$ cat src/rtl/issue_seq_pkg.sv
// Shared types and helpers for the issue sequencer and its bound walker.
package issue_seq_pkg;

  localparam int unsigned DIM_W = 8;

  typedef enum logic [2:0] {
    StIdle,
    StSize,
    StStep,
    StBound,
    StWaitPe,
    StLaunch,
    StRun,
    StWb
  } state_e;

  function automatic logic [9:0] min_u10(input logic [9:0] a, input logic [9:0] b);
    return (a < b) ? a : b;
  endfunction

endpackage

$ cat src/rtl/issue_bound_calc.sv
// Coordinate walker: sizes one allocation, walks its end point into range, then registers
// the issue bounds and pulses done.
module issue_bound_calc
  import issue_seq_pkg::*;
#(
  parameter int unsigned ALLOC_SIZE = 64,
  parameter int unsigned DIM_W      = 8
) (
  input  logic             clk,
  input  logic             rst,
  input  logic             start,
  input  logic [8:0]       xs,
  input  logic [8:0]       ys,
  input  logic [8:0]       w,
  input  logic [15:0]      remaining,
  input  logic [3:0]       k,
  output logic             done,
  output logic [7:0]       n,
  output logic [9:0]       xe,
  output logic [8:0]       ye,
  output logic [DIM_W-1:0] x_min,
  output logic [DIM_W-1:0] x_max,
  output logic [DIM_W-1:0] x_start,
  output logic [DIM_W-1:0] x_end,
  output logic [DIM_W-1:0] y_min,
  output logic [DIM_W-1:0] y_max
);

  localparam logic [15:0] AllocSize = 16'(ALLOC_SIZE);

  state_e           phase_q, phase_d;
  logic             done_q, done_d;
  logic [7:0]       n_q, n_d;
  logic [9:0]       xe_q, xe_d;
  logic [8:0]       ye_q, ye_d;
  logic [DIM_W-1:0] x_max_q, x_max_d, x_start_q, x_start_d, x_end_q, x_end_d;
  logic [DIM_W-1:0] y_min_q, y_min_d, y_max_q, y_max_d;
  logic [15:0]      n16;
  logic [9:0]       w10, w_m1, k_m1, x_end_c, y_max_c;

  always_comb begin
    phase_d   = phase_q;
    done_d    = 1'b0;
    n_d       = n_q;
    xe_d      = xe_q;
    ye_d      = ye_q;
    x_max_d   = x_max_q;
    x_start_d = x_start_q;
    x_end_d   = x_end_q;
    y_min_d   = y_min_q;
    y_max_d   = y_max_q;
    n16       = (remaining < AllocSize) ? remaining : AllocSize;
    w10       = {1'b0, w};
    w_m1      = w10 - 10'd1;
    k_m1      = {6'd0, k} - 10'd1;
    // Kernel halo extends the last row/column; clamp to the padded plane edge.
    x_end_c   = min_u10(xe_q + k_m1, w_m1);
    y_max_c   = min_u10({1'b0, ye_q} + k_m1, w_m1);
    unique case (phase_q)
      StIdle: if (start) phase_d = StSize;
      StSize: begin
        n_d     = n16[7:0];
        xe_d    = {1'b0, xs} + {2'b0, n16[7:0]} - 10'd1;
        ye_d    = ys;
        phase_d = StStep;
      end
      StStep: begin
        if (xe_q >= w10) begin
          xe_d = xe_q - w10;
          ye_d = ye_q + 9'd1;
        end else begin
          phase_d = StBound;
        end
      end
      StBound: begin
        x_start_d = xs[DIM_W-1:0];
        y_min_d   = ys[DIM_W-1:0];
        x_end_d   = x_end_c[DIM_W-1:0];
        y_max_d   = y_max_c[DIM_W-1:0];
        x_max_d   = ({1'b0, ys} == y_max_c) ? x_end_c[DIM_W-1:0] : w_m1[DIM_W-1:0];
        done_d    = 1'b1;
        phase_d   = StIdle;
      end
      default: phase_d = StIdle;
    endcase
  end

  always_ff @(posedge clk or posedge rst) begin
    if (rst) begin
      phase_q   <= StIdle;
      done_q    <= 1'b0;
      n_q       <= '0;
      xe_q      <= '0;
      ye_q      <= '0;
      x_max_q   <= '0;
      x_start_q <= '0;
      x_end_q   <= '0;
      y_min_q   <= '0;
      y_max_q   <= '0;
    end else begin
      phase_q   <= phase_d;
      done_q    <= done_d;
      n_q       <= n_d;
      xe_q      <= xe_d;
      ye_q      <= ye_d;
      x_max_q   <= x_max_d;
      x_start_q <= x_start_d;
      x_end_q   <= x_end_d;
      y_min_q   <= y_min_d;
      y_max_q   <= y_max_d;
    end
  end

  assign done    = done_q;
  assign n       = n_q;
  assign xe      = xe_q;
  assign ye      = ye_q;
  assign x_min   = '0;
  assign x_max   = x_max_q;
  assign x_start = x_start_q;
  assign x_end   = x_end_q;
  assign y_min   = y_min_q;
  assign y_max   = y_max_q;

endmodule

$ cat src/rtl/issue_sequencer.sv
// Allocation scheduler for the issue-broadcast unit.
// Optional ISSUE_SEQ_PERF_EN adds a saturating stall_cycles counter (WAITPE + WB cycles).
module issue_sequencer
  import issue_seq_pkg::*;
#(
  parameter int unsigned ALLOC_SIZE = 64,
  parameter int unsigned DIM_W      = 8
) (
  input  logic             clk,
  input  logic             rst,
  input  logic             start,
  input  logic [7:0]       image_dim,
  input  logic [1:0]       image_padding,
  input  logic [3:0]       kernel_dim,
  input  logic [8:0]       z_max,
  input  logic             pe_ready,
  input  logic             wb_done,
  output logic             iss_rst,
  output logic [DIM_W-1:0] iss_x_min,
  output logic [DIM_W-1:0] iss_x_max,
  output logic [DIM_W-1:0] iss_x_start,
  output logic [DIM_W-1:0] iss_x_end,
  output logic [DIM_W-1:0] iss_y_min,
  output logic [DIM_W-1:0] iss_y_max,
  output logic [8:0]       iss_z_max,
  input  logic             iss_done,
  output logic             alloc_valid,
  output logic [7:0]       alloc_index,
  output logic             busy,
`ifdef ISSUE_SEQ_PERF_EN
  output logic [31:0]      stall_cycles,
`endif
  output logic             layer_done
);

  state_e      state_q, state_d;
  logic [8:0]  w_q, w_d, xs_q, xs_d, ys_q, ys_d, z_q, z_d;
  logic [15:0] rem_q, rem_d;
  logic [3:0]  k_q, k_d;
  logic [7:0]  idx_q, idx_d;
  logic        iss_rst_q, iss_rst_d, alloc_valid_q, alloc_valid_d;
  logic        busy_q, busy_d, layer_done_q, layer_done_d, first_q, first_d;
  logic        calc_start, calc_done;
  logic [7:0]  calc_n;
  logic [9:0]  calc_xe, xs_next;
  logic [8:0]  calc_ye, w_new;
  logic [15:0] w16, l_new, rem_next;

  issue_bound_calc #(
    .ALLOC_SIZE(ALLOC_SIZE),
    .DIM_W     (DIM_W)
  ) u_calc (
    .clk      (clk),
    .rst      (rst),
    .start    (calc_start),
    .xs       (xs_q),
    .ys       (ys_q),
    .w        (w_q),
    .remaining(rem_q),
    .k        (k_q),
    .done     (calc_done),
    .n        (calc_n),
    .xe       (calc_xe),
    .ye       (calc_ye),
    .x_min    (iss_x_min),
    .x_max    (iss_x_max),
    .x_start  (iss_x_start),
    .x_end    (iss_x_end),
    .y_min    (iss_y_min),
    .y_max    (iss_y_max)
  );

  always_comb begin
    state_d       = state_q;
    w_d           = w_q;
    rem_d         = rem_q;
    xs_d          = xs_q;
    ys_d          = ys_q;
    k_d           = k_q;
    z_d           = z_q;
    idx_d         = idx_q;
    iss_rst_d     = iss_rst_q;
    alloc_valid_d = alloc_valid_q;
    busy_d        = busy_q;
    layer_done_d  = 1'b0;
    first_d       = first_q;
    calc_start    = 1'b0;
    w_new         = {1'b0, image_dim} + {6'd0, image_padding, 1'b0};
    w16           = {7'd0, w_new};
    l_new         = (image_dim == 8'd0) ? 16'd0 : w16 * w16;
    rem_next      = rem_q - {8'd0, calc_n};
    xs_next       = calc_xe + 10'd1;
    unique case (state_q)
      StIdle: begin
        iss_rst_d = 1'b1;
        busy_d    = 1'b0;
        if (start) begin
          w_d   = w_new;
          rem_d = l_new;
          xs_d  = '0;
          ys_d  = '0;
          k_d   = kernel_dim;
          z_d   = z_max;
          idx_d = '0;
          if (l_new == 16'd0) begin
            layer_done_d = 1'b1;
          end else begin
            busy_d  = 1'b1;
            state_d = StSize;
          end
        end
      end
      StSize: begin
        calc_start = 1'b1;
        state_d    = StStep;
      end
      StStep: if (calc_done) state_d = StWaitPe;
      StWaitPe: begin
        if (pe_ready) begin
          alloc_valid_d = 1'b1;
          state_d       = StLaunch;
        end
      end
      StLaunch: begin
        iss_rst_d = 1'b0;
        first_d   = 1'b1;
        state_d   = StRun;
      end
      StRun: begin
        // The issue unit's done is stale for one cycle after release.
        first_d = 1'b0;
        if (!first_q && iss_done) begin
          iss_rst_d = 1'b1;
          state_d   = StWb;
        end
      end
      StWb: begin
        if (wb_done) begin
          alloc_valid_d = 1'b0;
          rem_d         = rem_next;
          if (rem_next == 16'd0) begin
            layer_done_d = 1'b1;
            busy_d       = 1'b0;
            state_d      = StIdle;
          end else begin
            if (xs_next == {1'b0, w_q}) begin
              xs_d = '0;
              ys_d = calc_ye + 9'd1;
            end else begin
              xs_d = xs_next[8:0];
              ys_d = calc_ye;
            end
            idx_d   = idx_q + 8'd1;
            state_d = StSize;
          end
        end
      end
      default: state_d = StIdle;
    endcase
  end

  always_ff @(posedge clk or posedge rst) begin
    if (rst) begin
      state_q       <= StIdle;
      w_q           <= '0;
      rem_q         <= '0;
      xs_q          <= '0;
      ys_q          <= '0;
      k_q           <= '0;
      z_q           <= '0;
      idx_q         <= '0;
      iss_rst_q     <= 1'b1;
      alloc_valid_q <= 1'b0;
      busy_q        <= 1'b0;
      layer_done_q  <= 1'b0;
      first_q       <= 1'b0;
    end else begin
      state_q       <= state_d;
      w_q           <= w_d;
      rem_q         <= rem_d;
      xs_q          <= xs_d;
      ys_q          <= ys_d;
      k_q           <= k_d;
      z_q           <= z_d;
      idx_q         <= idx_d;
      iss_rst_q     <= iss_rst_d;
      alloc_valid_q <= alloc_valid_d;
      busy_q        <= busy_d;
      layer_done_q  <= layer_done_d;
      first_q       <= first_d;
    end
  end

`ifdef ISSUE_SEQ_PERF_EN
  logic [31:0] stall_q, stall_d;

  always_comb begin
    stall_d = stall_q;
    if (state_q == StIdle && start) begin
      stall_d = '0;
    end else if ((state_q == StWaitPe || state_q == StWb) && stall_q != '1) begin
      stall_d = stall_q + 32'd1;
    end
  end

  always_ff @(posedge clk or posedge rst) begin
    if (rst) stall_q <= '0;
    else     stall_q <= stall_d;
  end

  assign stall_cycles = stall_q;
`endif

  assign iss_rst     = iss_rst_q;
  assign iss_z_max   = z_q;
  assign alloc_valid = alloc_valid_q;
  assign alloc_index = idx_q;
  assign busy        = busy_q;
  assign layer_done  = layer_done_q;

endmodule

$ cat config.mk
export PLATFORM = sky130hd
export DESIGN_NAME = issue_sequencer
export DESIGN_NICKNAME = d
export VERILOG_FILES = /design/src/rtl/issue_seq_pkg.sv /design/src/rtl/issue_bound_calc.sv /design/src/rtl/issue_sequencer.sv
export SDC_FILE = /design/constraint.sdc
export NUM_CORES = 1
export LEC_CHECK = 0
export CAP_MARGIN = 20
export CORE_MARGIN = 2
export CORE_UTILIZATION = 54
export CTS_BUF_LIST = sky130_fd_sc_hd__clkbuf_4 sky130_fd_sc_hd__clkbuf_8 sky130_fd_sc_hd__clkbuf_16
export DETAILED_ROUTE_END_ITERATION = 8
export GPL_ROUTABILITY_DRIVEN = 0
export GPL_TIMING_DRIVEN = 0
export HOLD_SLACK_MARGIN = 0.1
export PLACE_DENSITY = 0.75
export SETUP_SLACK_MARGIN = 0.15
export SLEW_MARGIN = 20
export SYNTH_ARGS = -nofsm -noshare
export SYNTH_HDL_FRONTEND = slang
export SYNTH_SLANG_ARGS = --single-unit
$ cat constraint.sdc
create_clock -name clk -period 5.2 [get_ports clk]
set_input_delay 1.3 -clock clk [delete_from_list [all_inputs] [get_ports clk]]
set_output_delay 1.3 -clock clk [all_outputs]
set_load 0.03 [all_outputs]
==> out/results.ini <==
[floorplan]
std_cell_rows=54
die-area_mm2=0.0233
initial_core_util_pct=54.8
boundaryPins=98
core_mm2=0.0218
die_w_um=153
die_h_um=153

[final_layout]
final_common_cell=inv_1
drive_gt1_share_pct=16.4
finalNonFillerCells=1828
layout.nets=1713
final_area_mm2=0.0150
n_antenna_cell=0
syn2layout_area_growth_pct=25.9
layout_common_cells=inv_1 (142), dfrtp_1 (140), nand2_1 (139)

[critical_path]
crit_type=in2reg
crit_path_end_kind=register
required_ns=5.51
rr_worst_depth=21
cp_common_cell=fa_1
cp.arrival_ns=6.50
reg2reg_from=k_q[1]
critical_path.startpoint_type=input port
crit_path_top_delay_cell=fa_1
critical_path_buf_inv_count=7
r2r_end=u_calc.x_max[5]
crit_path_max_fanout=5
cpLargestDelayFamily=adder cells
r2r_slack_ns=0.26
cp_slowest_stage_delay_ns=0.55

[logic_synthesis]
synth_area_leaders=dfrtp_1 (30%), ha_1 (12%), fa_1 (6.2%)
ys_seq_area_share_pct=29.8
syn_area_mm2=0.0119
synth_edf_count=0
ys_async_sr_fraction_pct=100
synth_cell_types=87
netlist.area_leader.share_pct=29.6
synth_seq_cells=142
yosys_warnings=0
synthFlopType=dfrtp_1
syn-instance-count=1364
synth_largest_area_cell=dfrtp_1
avgSynthCellArea_um2=8.74

[clock_network]
h-tree-depth=4
clock_latency_ns=0.44
numCtsBuffers=17
cts_buffer_depth=2
path_clk_slew_ns=0.06
clock-root-buffer=clkbuf_16
clock_sinks=142
cts-hold-fix-buffers=0
cts_tree=yes

[detailed_routing]
drc=0
detail-route-antenna-nets=0
post_drt_wl_per_cell_um=17.9
drt_iter0_drc=675
drt_first_pass_iters=5
via_per_inst=5.81
routed_wl_um=32800
vias=10600

[grt]
gr-total-overflow=0
grtUsageTotal_pct=28.1
grt_pass1_vias=10600
grt_pass1_wl_um=53000
grt_max_degree=35
antenna_found_initial=0

[run_status]
status=complete, but fails checks
violations=setup timing

[sta]
tightest_slew_ns=0.853
hold_violations=0
slew_viol_final=0
tns_ns=-7.50
period_minus_slack_ns=6.18
fin_skew_ns=0.0117
fin_crit_sh_pct=119
slew_headroom_pct=42.6
fin_ws_ns=-0.982
fmax_ghz=0.162
finalSetupViolCount=12
rsz0062_at_grt=true

[placed_design]
dp_cells=1745
pre_cts_slack_ns=-2.18
port_buffers=88
dp_hpwl_um=24200
dpl-instance-area_mm2=0.0136

[worst_hold_path]
whs_endpoint=iss_z_max[2]
worstHoldStart=iss_z_max[2]
holdPathStages=2
timing.hold.worst.class=reg2reg

[flow_run]
drv_cap=0

==> stage by stage <==
stage	hold slack, ns	utilization, %
floorplan	0.456	-
global placement	0.457	62.0
detailed placement	0.463	62.4
CTS	0.479	67.3
global route	0.502	69.0
finish	0.479	69.0
==> logic make-up (layout without fill, tap and decap cells) <==
logic type | after synthesis | count (layout) | synth area share, %
AOI/OAI and AO/OA | 330 | 330 | 17.9
xor gates and xnor gates | 91 | 91 | 6.94
adders and majority gates | 150 | 150 | 18.1
buffers and inverters | 215 | 390 | 7.07
DFF | 142 | 142 | 29.8
muxes | 50 | 50 | 4.57
other | 2 | 11 | 0.0630
and+or+nand+nor | 384 | 384 | 15.6
==> cells in the mapped netlist, drive strengths merged, types with 7 or more instances <==
cell type and number:
o31ai 24, a21o 18, a211oi 12, nand3 38
fa 37, a21oi 92, nor2 72, nor3 23
mux2i 18, xor2 32, clkbuf 45, o21ai 81
nand4 7, dfrtp 141, buf 13, nor2b 13
inv 157, o211ai 14, nor4 8, and2 18
and3 13, o21a 15, or3 7, xnor2 58
nand2 143, o22ai 8, ha 112, mux2 32
nand2b 18, a31oi 14
==> timing repair <==
item                       in CTS  in global routing
resized for setup              56                 44
setup endpoints to repair      22                 23
pin swaps                      41                 33
buffers inserted               33                 17
cloned                          0                  1
==> routing by layer <==
| layer | part of all wire, % | GRT usage [%] | vias to the layer above |
|---|---|---|---|
| li1 | - | - | 5045 |
| met1 | 40 | 34.1 | 5189 |
| met2 | 51 | 49.9 | 305 |
| met3 | 4.9 | 4.07 | 85 |
| met4 | 3.9 | 11.6 | 0 |
| met5 | 0 | 0 | - |
==> cell type report <==
class	count	area, um2
clock buffers	17	425
clock inverters	15	209
plain buffers	58	283
fillers	1711	6750
flip-flops and latches	142	3560
repair buffers	143	1410
multi-input cells	1016	8180
inverters	157	596
well taps	280	350
==> sequential cells by signal, indices dropped and copies added, names as in the netlist, 2 cells and up, named ones only <==
| name | flops |
|---|---|
| ys_q | 9 |
| xs_q | 9 |
| u_calc.y_max | 8 |
| u_calc.y_min | 8 |
| u_calc.phase_q | 2 |
| iss_z_max | 9 |
| u_calc.x_start | 8 |
| u_calc.x_end | 8 |
| k_q | 4 |
| u_calc.ye | 9 |
| w_q | 9 |
| u_calc.n | 8 |
| rem_q | 16 |
| u_calc.x_max | 8 |
| alloc_index | 8 |
| state_q | 2 |
| u_calc.xe | 10 |
==> how the worst max path moves through the flow <==
stage / from / end / cells after the start
final: image_dim[1] / busy / 25
after global placement: image_dim[2] / state_q[0] / 23
after CTS: image_dim[2] / busy / 27
after floorplan: image_dim[2] / state_q[0] / 25
after detailed placement: image_dim[2] / state_q[0] / 23
after global routing: image_dim[2] / busy / 27
==> worst reg2reg max path: stages, from the launching register on <==
cell	delay (ns)
dfrtp_1	0.40
inv_2	0.08
ha_4	0.17
nor3b_4	0.14
buf_4	0.18
ha_4	0.30
nand3_1	0.09
o22a_1	0.26
a21oi_4	0.20
xor2_2	0.27
ha_4	0.26
a2111oi_4	0.44
nand2_2	0.14
o211ai_4	0.32
mux2i_2	0.31
xnor2_1	0.17
o2111ai_2	0.15
nor4_4	0.24
buf_4	0.20
buf_12	0.13
mux2i_1	0.09
mux2_2	0.32
Power is not shown: default switching activity piles up to over one toggle a cycle in this logic, so the estimate is an artifact.
